[config.mk]
export PLATFORM = sky130hd
export DESIGN_NAME = tmds_encoder_flat
export DESIGN_NICKNAME = d
export VERILOG_FILES = /design/src/rtl/tmds_encoder_if.sv /design/src/rtl/tmds_encoder.sv /design/src/flat_wrapper.sv
export SDC_FILE = /design/constraint.sdc
export NUM_CORES = 1
export LEC_CHECK = 0
export BUFFER_PORTS_ARGS = -buffer_cell sky130_fd_sc_hd__buf_4
export CORE_ASPECT_RATIO = 1.75
export CORE_UTILIZATION = 55
export CTS_BUF_LIST = sky130_fd_sc_hd__clkbuf_4 sky130_fd_sc_hd__clkbuf_8
export DETAILED_ROUTE_END_ITERATION = 16
export GPL_TIMING_DRIVEN = 0
export PLACE_DENSITY = 0.79
export SLEW_MARGIN = 5
export SYNTH_ARGS = -nofsm -noshare
export SYNTH_HDL_FRONTEND = slang
export SYNTH_SLANG_ARGS = --single-unit
[constraint.sdc]
create_clock -name clk_in -period 8.1 [get_ports clk_in]
set_input_delay 1.215 -clock clk_in [delete_from_list [all_inputs] [get_ports clk_in]]
set_output_delay 1.215 -clock clk_in [all_outputs]
set_load 0.005 [all_outputs]
[src/rtl/tmds_encoder_if.sv]
// Pixel-side signal bundle for one TMDS channel encoder.
// No valid/ready: the encoder accepts one input set and emits one symbol on every clock.
interface tmds_encoder_if;
  logic [7:0] data_in;
  logic [1:0] control_in;
  logic       ve_in;
  logic [9:0] tmds_out;

  modport master (
    output data_in,
    output control_in,
    output ve_in,
    input  tmds_out
  );

  modport slave (
    input  data_in,
    input  control_in,
    input  ve_in,
    output tmds_out
  );
endinterface

[src/rtl/tmds_encoder.sv]
// Registered 8b/10b TMDS channel encoder: transition minimization followed by
// DC balancing against a 5-bit running disparity tally.
module tmds_encoder (
  input  logic           clk_in,
  input  logic           rst_in,
  tmds_encoder_if.slave  enc
);

  logic [9:0]        tmds_q, tmds_d;
  logic signed [4:0] tally_q, tally_d;

  logic [3:0]        n1d;
  logic [3:0]        n1;
  logic              use_xnor;
  logic [8:0]        qm;
  logic signed [4:0] n1_w, n0_w, diff;
  logic              tally_pos, tally_neg, balanced;

  always_comb begin
    n1d = 4'd0;
    for (int i = 0; i < 8; i++) begin
      n1d = n1d + {3'd0, enc.data_in[i]};
    end
    use_xnor = (n1d > 4'd4) || ((n1d == 4'd4) && !enc.data_in[0]);

    qm    = '0;
    qm[0] = enc.data_in[0];
    for (int i = 1; i < 8; i++) begin
      qm[i] = use_xnor ? ~(qm[i-1] ^ enc.data_in[i]) : (qm[i-1] ^ enc.data_in[i]);
    end
    qm[8] = ~use_xnor;

    n1 = 4'd0;
    for (int i = 0; i < 8; i++) begin
      n1 = n1 + {3'd0, qm[i]};
    end
    n1_w = $signed({1'b0, n1});
    n0_w = 5'sd8 - n1_w;
    diff = n1_w - n0_w;

    tally_neg = tally_q[4];
    tally_pos = !tally_q[4] && (tally_q != 5'sd0);
    balanced  = (n1 == 4'd4);
  end

  always_comb begin
    tmds_d  = tmds_q;
    tally_d = tally_q;
    if (!enc.ve_in) begin
      // Blanking resets disparity so the next active line starts balanced.
      tally_d = 5'sd0;
      case (enc.control_in)
        2'b00:   tmds_d = 10'b1101010100;
        2'b01:   tmds_d = 10'b0010101011;
        2'b10:   tmds_d = 10'b0101010100;
        default: tmds_d = 10'b1010101011;
      endcase
    end else if ((tally_q == 5'sd0) || balanced) begin
      tmds_d  = {~qm[8], qm[8], qm[8] ? qm[7:0] : ~qm[7:0]};
      tally_d = qm[8] ? (tally_q + diff) : (tally_q - diff);
    end else if ((tally_pos && (n1_w > n0_w)) || (tally_neg && (n0_w > n1_w))) begin
      tmds_d  = {1'b1, qm[8], ~qm[7:0]};
      tally_d = tally_q + (qm[8] ? 5'sd2 : 5'sd0) - diff;
    end else begin
      tmds_d  = {1'b0, qm[8], qm[7:0]};
      tally_d = tally_q + diff - (qm[8] ? 5'sd0 : 5'sd2);
    end
  end

  always_ff @(posedge clk_in) begin
    if (rst_in) begin
      tmds_q  <= 10'd0;
      tally_q <= 5'sd0;
    end else begin
      tmds_q  <= tmds_d;
      tally_q <= tally_d;
    end
  end

  assign enc.tmds_out = tmds_q;

endmodule

[src/flat_wrapper.sv]
// flat-port wrapper written by rule: the top's interface ports become plain ports
module tmds_encoder_flat 
  (clk_in, rst_in, enc_data_in, enc_control_in, enc_ve_in, enc_tmds_out);
  tmds_encoder_if enc_i ();
  input  logic clk_in;
  input  logic rst_in;
  input wire logic [$bits(enc_i.data_in)-1:0] enc_data_in;
  input wire logic [$bits(enc_i.control_in)-1:0] enc_control_in;
  input wire logic [$bits(enc_i.ve_in)-1:0] enc_ve_in;
  output wire logic [$bits(enc_i.tmds_out)-1:0] enc_tmds_out;
  assign enc_i.data_in = enc_data_in;
  assign enc_i.control_in = enc_control_in;
  assign enc_i.ve_in = enc_ve_in;
  assign enc_tmds_out = enc_i.tmds_out;
  tmds_encoder u_core (.clk_in(clk_in), .rst_in(rst_in), .enc(enc_i));
endmodule
==> impl_metrics.py <==
metrics = {
    "critical_path": {
        "rr_worst_depth": 10,
        "cp.required_ps": 8230,
        "worstReg2RegEnd": "u_core.tally_q[4]",
        "r2r-start": "u_core.tally_q[1]",
        "r2r_slack_ps": 5750,
        "criticalPathCategory": "input pin to register",
        "crit_end": "u_core.tally_q[4]",
        "critPathMaxStageDelay_ps": 620,
        "cpMaxStageDelayCell": "fa_2",
        "endpoint_kind": "register",
        "critPathMaxFanout": 4,
        "critPathLaunch": "enc_data_in[0]",
        "start_kind": "input pin",
        "arrival_ps": 8060,
    },
    "flow_run": {
        "drv_cap": 0,
    },
    "sta": {
        "slew_viol_final": 0,
        "setup_violations": 0,
        "relSlewSlack_pct": 72.11,
        "worst_slew_pin_slew_ps": 415.3,
        "fin_setup_tns_ps": 0,
        "rsz0062_at_grt": "true",
        "skew_ps": 4.860,
        "max_freq_ghz": 0.1261,
        "period_needed_ps": 7929,
        "timing.hold.ws_ps": 429.5,
        "finalCritPeriodShare_pct": 97.89,
        "final_hold_viol_count": 0,
    },
    "synth": {
        "synth_ff_type": "dfxtp_1",
        "syn-cell-area_um2": 1846,
        "synthCells": 201,
        "synth-seq-cells": 15,
        "ys_seq_area_share_pct": 16.27,
        "syn_nets": 251,
        "synth.avg_cell_area_um2": 9.182,
        "synth_edf_count": 0,
        "yosys.cell_types.count": 44,
        "yosysWarnings": 0,
        "async_reset_ff_share_pct": 0,
    },
    "place": {
        "post-dp-hpwl_um": 3010,
        "gp_congestion": 0.8426,
        "io_buffers": 22,
    },
    "grt": {
        "grt_pass1_vias": 1486,
        "grt_pass1_wl_um": 6230,
        "antenna_found_initial": 0,
        "grt_max_degree": 12,
        "grt_usage_pct": 23.56,
        "grt_overflow_total": 0,
    },
    "cells_and_area": {
        "drive_gt1_share_pct": 36.40,
        "diodes": 0,
        "fillCellCount": 272,
        "synthToLayoutAreaGrowth_pct": 26.98,
        "nets": 290,
        "fin_util_pct": 73.80,
    },
    "clocking": {
        "clock-root-buffer": "clkbuf_8",
        "hold_buffers": 0,
        "clk_latency_ps": 240,
        "tritoncts": "done",
        "htree_levels": 1,
        "cts_buffer_depth": 2,
        "numCtsBuffers": 3,
        "clk_pin_slew_ps": 60,
        "clkSinkCount": 15,
    },
    "floorplan": {
        "start_util_pct": 58.12,
        "die_height_um": 78.63,
        "fp-row-count": 27,
        "die_x_um": 45.79,
        "fp.dieArea_um2": 3600,
        "fp.coreArea_um2": 3176,
        "design.portCount": 23,
    },
    "min_path": {
        "hp-class": "register to register",
    },
    "drt": {
        "via_count": 1448,
        "via_per_inst": 5.135,
        "wl_um": 3829,
        "firstDrtPassIters": 4,
        "wl_per_cell_um": 13.58,
        "drt_iter0_drc": 18,
        "drc_errors": 0,
        "antenna_left": 0,
    },
    "outcome": {
        "status": "complete, no violations",
    },
}
-- final cells by class --
cell class	instances	area (µm²)	area share, %
Buffer	4	25.02	1.068
Tap cell	43	53.80	2.296
Sequential cell	15	300.3	12.81
Clock inverter	1	5.005	0.2136
Multi-Input combinational cell	147	1518	64.76
Clock buffer	3	41.29	1.762
Timing Repair Buffer	34	266.5	11.37
Inverter	35	133.9	5.713
-- kinds of logic (layout without fill, tap and decap cells) --
kind of cell / after synthesis / in the layout / synth area share, %
compound gates: 41 / 41 / 14.44
xor+xnor: 28 / 28 / 17.15
fa+ha+maj: 37 / 37 / 29.97
buf+inv: 39 / 77 / 8.475
flops: 15 / 15 / 16.27
mux: 2 / 2 / 1.153
simple gates: 39 / 39 / 12.54
-- registers in the layout, summed over array words and instances (netlist names) --
signal               flops
u_core.enc.tmds_out     10
u_core.tally_q           5
-- placed cells by master (no fill, tap or decap), types with 2 or more instances in the layout --
cell | netlist | routed
buf_4 | 2 | 34
inv_1 | 33 | 27
ha_1 | 25 | 20
a21oi_1 | 22 | 18
xnor2_1 | 17 | 16
dfxtp_1 | 15 | 15
nor2_1 | 12 | 12
fa_1 | 12 | 8
inv_2 | 2 | 7
xor2_1 | 6 | 5
nor3_1 | 5 | 5
ha_4 | 0 | 5
a21oi_2 | 0 | 4
fa_2 | 0 | 4
xnor2_4 | 2 | 3
nor2b_1 | 3 | 3
nand2_1 | 3 | 3
o211ai_1 | 3 | 3
a211oi_1 | 3 | 3
clkbuf_8 | 0 | 3
nor3b_2 | 2 | 2
o21ai_2 | 2 | 2
buf_2 | 2 | 2
xnor2_2 | 2 | 2
nand3_1 | 2 | 2
or2_2 | 2 | 2
nor3_2 | 2 | 2
o21ai_0 | 2 | 2
-- stage by stage --
step	instances	worst slack, ps	cell area [µm²]
2_1_floorplan	201	50.60	1873
3_3_place_gp	266	-546.8	2092
3_5_place_dp	266	-683.6	2092
4_1_cts	276	-9.568	2263
5_1_grt	282	-33.80	2344
6_report	282	170.8	2344
-- critical path, delay by kind of cell --
| kind | cells | cell delay [ps] |
|---|---|---|
| AOI/OAI and AO/OA | 6 | 960 |
| xor gates and xnor gates | 2 | 230 |
| adders and majority gates | 12 | 4910 |
| buffers and inverters | 8 | 440 |
| and+or+nand+nor | 2 | 300 |
-- per-layer routing --
metal | vias up | share of wire (%) | GRT usage [%]
met5 | - | 0 | 0
met3 | 6 | 1.5 | 3.448
met4 | 0 | 2.2 | 8.235
li1 | 725 | - | -
met2 | 26 | 62 | 46.57
met1 | 691 | 34 | 22.33
-- how the worst min path moves through the flow --
stage,from,end,slack (ps),cells after the start
after floorplan,u_core.tally_q[0],u_core.tally_q[0],410,2
after global placement,u_core.tally_q[0],u_core.tally_q[0],420,2
after detailed placement,u_core.tally_q[0],u_core.tally_q[0],420,2
after CTS,u_core.tally_q[0],u_core.tally_q[0],430,2
after global routing,u_core.tally_q[0],u_core.tally_q[0],460,2
final,u_core.tally_q[0],u_core.tally_q[0],430,2
-- what timing repair did --
item / CTS / global route
setup buffers: 6 / 6
hold endpoints to repair: 0 / 0
pin swaps: 21 / 16
resized for setup: 20 / 6
setup endpoints to repair: 11 / 13
-- synth_stat cells (3+ instances only) --
cell | count | area, µm²
a211oi_1 | 3 | 22.52
a21oi_1 | 22 | 110.1
dfxtp_1 | 15 | 300.3
fa_1 | 12 | 240.2
ha_1 | 25 | 312.8
inv_1 | 33 | 123.9
nand2_1 | 3 | 11.26
nor2_1 | 12 | 45.04
nor2b_1 | 3 | 18.77
nor3_1 | 5 | 25.02
o211ai_1 | 3 | 22.52
xnor2_1 | 17 | 148.9
xor2_1 | 6 | 52.55
Power is left out: the tool's default activity adds up to more than one toggle a clock period on the data nets, which glitch-free logic cannot reach.
